`config.mk`:
```
export PLATFORM = sky130hd
export DESIGN_NAME = game_round_ctrl
export DESIGN_NICKNAME = d
export VERILOG_FILES = /design/src/rtl/game_pkg.sv /design/src/rtl/tick_prescaler.sv /design/src/rtl/game_round_ctrl.sv
export SDC_FILE = /design/constraint.sdc
export NUM_CORES = 1
export LEC_CHECK = 0
export CORE_UTILIZATION = 45
export DETAILED_ROUTE_END_ITERATION = 6
export PLACE_DENSITY = 0.68
export SLEW_MARGIN = 0
export SYNTH_ARGS = -nofsm -noshare
export SYNTH_HDL_FRONTEND = slang
export SYNTH_HIERARCHICAL = 1
export SYNTH_SLANG_ARGS = --single-unit
```
`constraint.sdc`:
```
create_clock -name clk -period 1.8 [get_ports clk]
set_clock_uncertainty 0.15 [all_clocks]
set_input_delay 0.27 -clock clk [delete_from_list [all_inputs] [get_ports clk]]
set_output_delay 0.27 -clock clk [all_outputs]
set_load 0.01 [all_outputs]
```
`src/rtl/game_pkg.sv`:
```
// ---------------------------------------------------------------------------
// game_pkg
//
// Purpose : Shared definitions for the game round controller slice.
//           Holds the 2-bit round state type with its encodings, the default
//           clock and tick rates, and the default score width.
// Ports   : none (package)
// ---------------------------------------------------------------------------
package game_pkg;

    // Round state. These encodings leave the block on the state output and are
    // decoded by the display path, so they must not change.
    typedef logic [1:0] state_t;

    localparam state_t ST_IDLE  = 2'd0;
    localparam state_t ST_RUN   = 2'd1;
    localparam state_t ST_PAUSE = 2'd2;
    localparam state_t ST_OVER  = 2'd3;

    localparam int DEFAULT_CLK_HZ     = 100_000_000;
    localparam int DEFAULT_TICK_HZ    = 1;
    localparam int DEFAULT_SCORE_BITS = 8;

endpackage

```
`src/rtl/tick_prescaler.sv`:
```
// ---------------------------------------------------------------------------
// tick_prescaler
//
// Purpose : Free-running modulo-DIV counter that advances only while 'run'
//           is high and holds its value otherwise, so a paused round resumes
//           mid-period. 'tick' is a combinational flag for the last count of
//           a period. The owner registers it before it leaves the chip.
//
// Parameters:
//   DIV    - divide ratio, must be >= 2
// Ports:
//   clk    in   system clock
//   reset  in   asynchronous, active-high
//   clear  in   restart the period at count 0 (wins over run)
//   run    in   advance the counter this cycle
//   tick   out  high in the cycle the counter wraps from DIV-1 to 0
// ---------------------------------------------------------------------------
module tick_prescaler #(
    parameter int DIV = 2
) (
    input  logic clk,
    input  logic reset,
    input  logic clear,
    input  logic run,
    output logic tick
);

    localparam int CW = (DIV > 2) ? $clog2(DIV) : 1;
    localparam logic [CW-1:0] LAST = CW'(DIV - 1);

    logic [CW-1:0] cnt_q;
    logic [CW-1:0] cnt_d;
    logic          wrap;

    assign wrap = (cnt_q == LAST);

    // Next count: clear restarts the period, run advances it, and otherwise
    // the count holds so a paused round keeps its phase.
    always_comb begin
        cnt_d = cnt_q;
        if (clear) begin
            cnt_d = '0;
        end else if (run) begin
            cnt_d = wrap ? '0 : cnt_q + CW'(1);
        end
    end

    // Counter register.
    always_ff @(posedge clk or posedge reset) begin
        if (reset) begin
            cnt_q <= '0;
        end else begin
            cnt_q <= cnt_d;
        end
    end

    assign tick = run && !clear && wrap;

endmodule

```
`src/rtl/game_round_ctrl.sv`:
```
// ---------------------------------------------------------------------------
// game_round_ctrl
//
// Purpose : Round-sequencing controller for the countdown game. It holds the
//           countdown timer in reload while idle and generates the slow tick
//           enable while a round runs. It ends the round on timer_done and
//           keeps the live and best scores.
//
// Optional feature macro: GAME_ROUND_CTRL_BEST_SCORE_EN
//   defined   - best-score register and compare are built
//   undefined - best_score is tied to 0 (the port is kept)
//
// Parameters:
//   CLK_HZ      - system clock frequency
//   TICK_HZ     - tick rate; CLK_HZ/TICK_HZ must be >= 2
//   SCORE_BITS  - score counter width
// Ports:
//   clk         in   system clock
//   reset       in   asynchronous, active-high
//   start_btn   in   one-cycle pulse: start round / abort / leave OVER
//   pause_btn   in   one-cycle pulse: toggles pause
//   hit         in   one-cycle pulse: scoring event
//   timer_done  in   countdown reached zero
//   load_timer  out  hold the countdown at its start value (high in IDLE)
//   tick_en     out  one-cycle countdown enable pulse
//   state       out  current state (IDLE=0, RUN=1, PAUSE=2, OVER=3)
//   score       out  current round score
//   best_score  out  highest completed-round score
//   round_over  out  one-cycle pulse on entry to OVER
// ---------------------------------------------------------------------------
module game_round_ctrl
    import game_pkg::*;
#(
    parameter int CLK_HZ     = DEFAULT_CLK_HZ,
    parameter int TICK_HZ    = DEFAULT_TICK_HZ,
    parameter int SCORE_BITS = DEFAULT_SCORE_BITS
) (
    input  logic                  clk,
    input  logic                  reset,
    input  logic                  start_btn,
    input  logic                  pause_btn,
    input  logic                  hit,
    input  logic                  timer_done,
    output logic                  load_timer,
    output logic                  tick_en,
    output logic [1:0]            state,
    output logic [SCORE_BITS-1:0] score,
    output logic [SCORE_BITS-1:0] best_score,
    output logic                  round_over
);

    localparam int DIV = CLK_HZ / TICK_HZ;
    localparam logic [SCORE_BITS-1:0] SCORE_MAX = '1;

    state_t                  state_q;
    state_t                  state_d;
    logic [SCORE_BITS-1:0]   score_q;
    logic [SCORE_BITS-1:0]   score_d;
    logic                    tick_en_q;
    logic                    round_over_q;

    logic                    presc_clear;
    logic                    presc_run;
    logic                    presc_tick;
    logic                    ending;

    // The prescaler restarts on the IDLE->RUN edge and only advances in RUN,
    // so PAUSE freezes the tick phase.
    assign presc_clear = (state_q == ST_IDLE) && start_btn;
    assign presc_run   = (state_q == ST_RUN);

    tick_prescaler #(
        .DIV (DIV)
    ) u_prescaler (
        .clk   (clk),
        .reset (reset),
        .clear (presc_clear),
        .run   (presc_run),
        .tick  (presc_tick)
    );

    // A round ends when timer_done is seen in RUN. It beats pause_btn.
    assign ending = (state_q == ST_RUN) && timer_done;

    // Next-state and next-score logic. A hit in the final RUN cycle is still
    // counted, so score_d carries the final round score into the best-score
    // compare below.
    always_comb begin
        state_d = state_q;
        score_d = score_q;
        case (state_q)
            ST_IDLE: begin
                if (start_btn) begin
                    state_d = ST_RUN;
                    score_d = '0;
                end
            end
            ST_RUN: begin
                if (hit && (score_q != SCORE_MAX)) begin
                    score_d = score_q + SCORE_BITS'(1);
                end
                if (timer_done) begin
                    state_d = ST_OVER;
                end else if (pause_btn) begin
                    state_d = ST_PAUSE;
                end
            end
            ST_PAUSE: begin
                if (start_btn) begin
                    state_d = ST_IDLE;
                end else if (pause_btn) begin
                    state_d = ST_RUN;
                end
            end
            ST_OVER: begin
                if (start_btn) begin
                    state_d = ST_IDLE;
                end
            end
            default: begin
                state_d = ST_IDLE;
            end
        endcase
    end

    // State, score and pulse registers. tick_en is qualified with the next
    // state so that a wrap landing on the cycle we leave RUN does not emit a
    // tick into PAUSE or OVER.
    always_ff @(posedge clk or posedge reset) begin
        if (reset) begin
            state_q      <= ST_IDLE;
            score_q      <= '0;
            tick_en_q    <= 1'b0;
            round_over_q <= 1'b0;
        end else begin
            state_q      <= state_d;
            score_q      <= score_d;
            tick_en_q    <= presc_tick && (state_d == ST_RUN);
            round_over_q <= ending;
        end
    end

`ifdef GAME_ROUND_CTRL_BEST_SCORE_EN
    logic [SCORE_BITS-1:0] best_q;
    logic [SCORE_BITS-1:0] best_d;

    // Best score only updates when a round completes normally. An abort from
    // PAUSE never reaches this compare.
    always_comb begin
        best_d = best_q;
        if (ending && (score_d > best_q)) begin
            best_d = score_d;
        end
    end

    // Best-score register. Only reset clears it.
    always_ff @(posedge clk or posedge reset) begin
        if (reset) begin
            best_q <= '0;
        end else begin
            best_q <= best_d;
        end
    end

    assign best_score = best_q;
`else
    assign best_score = '0;
`endif

    assign load_timer = (state_q == ST_IDLE);
    assign tick_en    = tick_en_q;
    assign state      = state_q;
    assign score      = score_q;
    assign round_over = round_over_q;

endmodule

```
# Word-level counts from Yosys, hierarchy flattened
# Cells that the tools add are included.
# classes
addsub,2
eq_ne,8
n_mux,13
reduce_logical,11
# op_table
operator,count
$mux 27,3
$add 27x1->27 const B,1
$eq 27x27->1 const B,1
$mux 8,2
$pmux 8 s2,1
$mux 2,6
$add 8x1->8 const B,1
$ne 8x8->1 const B,1
$pmux 2 s4,1
$logic_and 1x1->1,6
$eq 2x1->1 const B,2
$eq 2x2->1 const B,2
$ne 2x2->1 const B,2
$reduce_bool 2->1,2
$reduce_and 3->1,1
$logic_not 2->1,1
$logic_not 1->1,1
# totals
reg_bits,39
inputBits,6

# Depth between registers and ports, before layout
# logic_depth
depth_word,6
mapped_depth,10
ltp_nobuf,7

# By module
# Netlist, hierarchy kept.
# modules_own_cells
mod,n_inst,cells_per_inst,area_each_um2,seq_area_each_um2
tick_prescaler,1,197,1704.1,675.6
game_round_ctrl,1,78,773.2,300.3

# Worst setup path before layout
# Ideal clock, no wire load.
# synth_path
kind,flip-flop to flip-flop
from,register state_q[1] (netlist: state[1])
to,register u_prescaler.cnt_q[11]
setup_time_ns,0.104
arrival_ns,1.815
required_time_ns,1.546
slack_ns,-0.269
path_stages_with_launch,10
path_cell_list,dfrtp_1 > buf_2 > nor2_1 > and2_1 > buf_2 > inv_1 > nand2_1 > a21oi_4 > nand4_1 > o311ai_1
# synth_between
elab_chain_len,3
elab_cells_between_ends,5
cone_classes,eq/ne: 1; mux: 1; reduce/logical: 3
# synth_lines
item,line,text
"start, declared",game_round_ctrl.sv:55,state_t state_q;
"start signal, assigned",game_round_ctrl.sv:136,state_q <= state_d;
$logic_not 2->1 (*),--,
via load_timer,game_round_ctrl.sv:44,"output logic load_timer,"
$logic_and 1x1->1 (*),game_round_ctrl.sv:69,assign presc_clear = (state_q == ST_IDLE) && start_btn;
via presc_clear,game_round_ctrl.sv:62,logic presc_clear;
$mux 27 / $reduce_bool 2->1 (equally long branches),--,
"end signal, assigned",tick_prescaler.sv:53,cnt_q <= cnt_d;
"end, declared",tick_prescaler.sv:31,logic [CW-1:0] cnt_q;
# Mark *: on every way through the listed nets, which the timed path passes. The rest lies on a longest branch.
# A chain may end at the register's enable or synchronous reset.

# Worst setup path in the final report
# layout_path
from,register u_prescaler.cnt_q[25]
to,register u_prescaler.cnt_q[24]
# layout_between
elab_chain_len,4
# layout_lines
item,line,text
$eq 27x27->1,tick_prescaler.sv:35,assign wrap = (cnt_q == LAST);
$mux 27,tick_prescaler.sv:44,cnt_d = wrap ? '0 : cnt_q + CW'(1);
$mux 27,tick_prescaler.sv:43,end else if (run) begin
$mux 27,tick_prescaler.sv:41,if (clear) begin
# Every way passes these cells. The select of a mux whose other input is x is not followed.

==> reports/results.ini <==
[synth]
synth_edf_count=0
postSynthCellCount=275
ys_types=57
ys_ff_latch=39
synth_area_um2=2480
ys_seq_area_frac=0.394
ys_warn_count=6
async_flop_share=1.00
synth_area_leaders=dfrtp_1 39%, nand2_1 5.3%, nand3_1 4.0%, nand4_1 3.3%, a21oi_1 3.2%
yosysTopAreaCell=dfrtp_1
syn_avg_cell_area_um2=9.01
yosysTopAreaCellShare=0.394
ys.flop_type=dfrtp_1

[timing]
fin_crit_sh=1.09
max_freq_mhz=508
period_minus_slack_ns=1.97
final_hold_viol_count=0
layout_setup_ws_ns=-0.170
slew_viol_final=0
setup_violations=20
tns_ns=-1.34
rsz0062_at_grt=yes
timing.hold.ws_ns=0.164

[worst_setup_path]
cp_top_family=simple AND/OR/NAND/NOR gates
cp_max_fo=3
slowest_stage=or4b_4
r2r-start=u_prescaler/cnt_q[25]
slowest_delay_ns=0.57
cp_cell_sequence=or4b_4, nor4_4, nand4b_1, o22ai_1, o32ai_1
critPathKind=reg -> reg
endpoint_kind=flop
crit_end=u_prescaler/cnt_q[24]
crit_required_ns=1.82
start_kind=flop
worst-path-stages=5
path_buf_inv=0
crit_path_start=u_prescaler/cnt_q[25]
reg2regPathDepth=5
ff2ff_setup_slack_ns=-0.17
timing.rr.end=u_prescaler/cnt_q[24]
critical_path_arrival_ns=1.99

[placed_design]
place_inst=409
place_congestion=0.896
port_buffers=18
place_hpwl_um=4630
placed_area_um2=3110

[global_routing]
grt_usage=0.231
grt_max_degree=28
grt_pass1_wl_um=10900
antenna_found_initial=0
grt_pass1_vias=2389
grt-ovfl-total=0

[detailed_routing]
vias=2419
drtPass1Iterations=4
routedWlPerCell_um=16.1
drc_errors=0
drtIter0Drc=184
ant_nets=0
viasPerCell=5.61
routed_wl_um=6940

[clock_tree]
cts_tree=built
clock-sinks=39
cts-root-buf=clkbuf_8
cts_buffer_depth=2
clk_pin_slew_ns=0.09
htreeDepth=2
cts_inserted_buffers=5
clkLatencyLatePin_ns=0.29

[flow_run]
maxCapViolCount=0

[floorplanning]
core_area_um2=5200
io_pins=27
dieWidth_um=76.2
fp-row-count=26
dieArea_um2=5810
start_util=0.476
die_h_um=76.2

[finish]
drive_gt1_frac=0.391
layout.cells.non_filler=431
nNetsFinal=368
design_area_um2=3620
area_delta_synth_final_pct=46.3
diodes=0
fill_cells=390

[outcome]
violations=setup timing
status=complete, but fails checks

[pwr]
p_leak_uw=0.00157
power_density_nw_per_um2=1160
ir_drop_v=0.000669

[min_path]
hold_class=in -> async

-- timing repair --
action | 4_1_cts | 5_1_grt
setup buffers | 5 | 5
cloned | 0 | 4
setup endpoints to repair | 30 | 32
hold buffers | 0 | 0
gates resized for setup | 19 | 50
pin swaps | 5 | 20
-- synthesized netlist by cell type (2+ instances only) --
cell type and count:
nor2b_1 3, buf_2 6, inv_1 11, nand4b_1 3, and3_1 7, nand2b_1 3
xor2_1 2, nand4_4 2, xnor2_1 3, or4_1 2, o211ai_1 2, buf_4 9
ha_1 2, mux2i_1 5, o32ai_1 2, and2_1 3, clkbuf_1 2, nand3_1 20
dfrtp_1 39, nand4_1 13, or3_1 2, o22ai_1 3, and4_1 4, a211oi_1 2
o21ai_0 10, o2111ai_1 2, nor3_1 4, a31oi_1 11, a21oi_1 16, buf_6 3
nand2_1 35, nor2_1 18, mux2_1 2
-- cell type report --
| type | instances | area [um2] | share of cell area |
|---|---|---|---|
| flip-flops and latches | 39 | 983 | 0.271 |
| clock buffers | 5 | 68.8 | 0.0190 |
| well taps | 70 | 87.6 | 0.0242 |
| clock inverters | 3 | 67.6 | 0.0186 |
| repair buffers | 91 | 815 | 0.225 |
| inverters | 11 | 48.8 | 0.0135 |
| multi-input cells | 212 | 1550 | 0.429 |
-- flip-flops by register name, summed over array words and instances, names as in the netlist --
register,count
round_over,1
score,8
state,2
tick_en,1
u_prescaler/cnt_q,27
-- placed cells by master, fill, tap and decap left out, drive strengths merged, types with 3 or more instances in the layout --
cell           count
a21oi             17
a31oi             11
and2               3
and3               7
and4               4
buf               72
clkbuf             7
clkdlybuf4s50     15
conb               8
dfrtp             39
inv               11
mux2i              5
nand2             35
nand2b             3
nand3             20
nand4             15
nand4b             3
nor2              18
nor2b              4
nor3               4
nor4               3
o211ai             3
o21ai             11
o22ai              3
or2                3
xnor2              3
-- worst min-delay path by stage --
stage	startpoint	endpoint	slack [ns]	cells after the start
detailed placement	u_prescaler/cnt_q[26]	u_prescaler/cnt_q[26]	0.38	1
finish	reset	score[2]	0.16	2
global route	reset	score[4]	0.23	2
floorplan	reset	round_over	-0.02	1
global placement	u_prescaler/cnt_q[26]	u_prescaler/cnt_q[26]	0.38	1
CTS	reset	score[6]	0.17	2
-- kinds of logic (layout without fill, tap and decap cells) --
family,count (synthesis),in the layout,synth area share
AND/OR/NAND/NOR,130,130,0.302
AO/OA/AOI/OAI,60,60,0.173
flip-flops,39,39,0.394
buffers and inverters,31,110,0.0727
multiplexers,7,7,0.0293
XOR/XNOR,5,5,0.0177
adder cells (fa/ha/maj),2,2,0.0101
other,1,8,0.00151
-- where the power goes --
part | switching [uW] | total [uW] | internal, uW
clock network | 333 | 886 | 553
logic | 1080 | 2180 | 1100
registers | 139 | 1130 | 994
total | 1550 | 4200 | 2650
-- layer usage --
| metal | wire length (um) | vias to the layer above | global-route usage |
|---|---|---|---|
| met5 | 0 | - | 0 |
| met4 | 41 | 0 | 0.0731 |
| met3 | 254 | 6 | 0.0443 |
| met2 | 3550 | 59 | 0.397 |
| met1 | 3090 | 1179 | 0.293 |
| li1 | - | 1175 | - |
-- per-stage QoR --
| step | utilization | power, uW | setup WS (ns) |
|---|---|---|---|
| detailed placement | 0.598 | 2710 | -0.322 |
| CTS | 0.645 | 3660 | -0.113 |
| global placement | 0.598 | 2660 | -0.216 |
| finish | 0.696 | 4200 | -0.170 |
| global route | 0.696 | 4400 | -0.238 |
| floorplan | - | 2100 | -0.0130 |
Power figures use the tool's default switching activity.
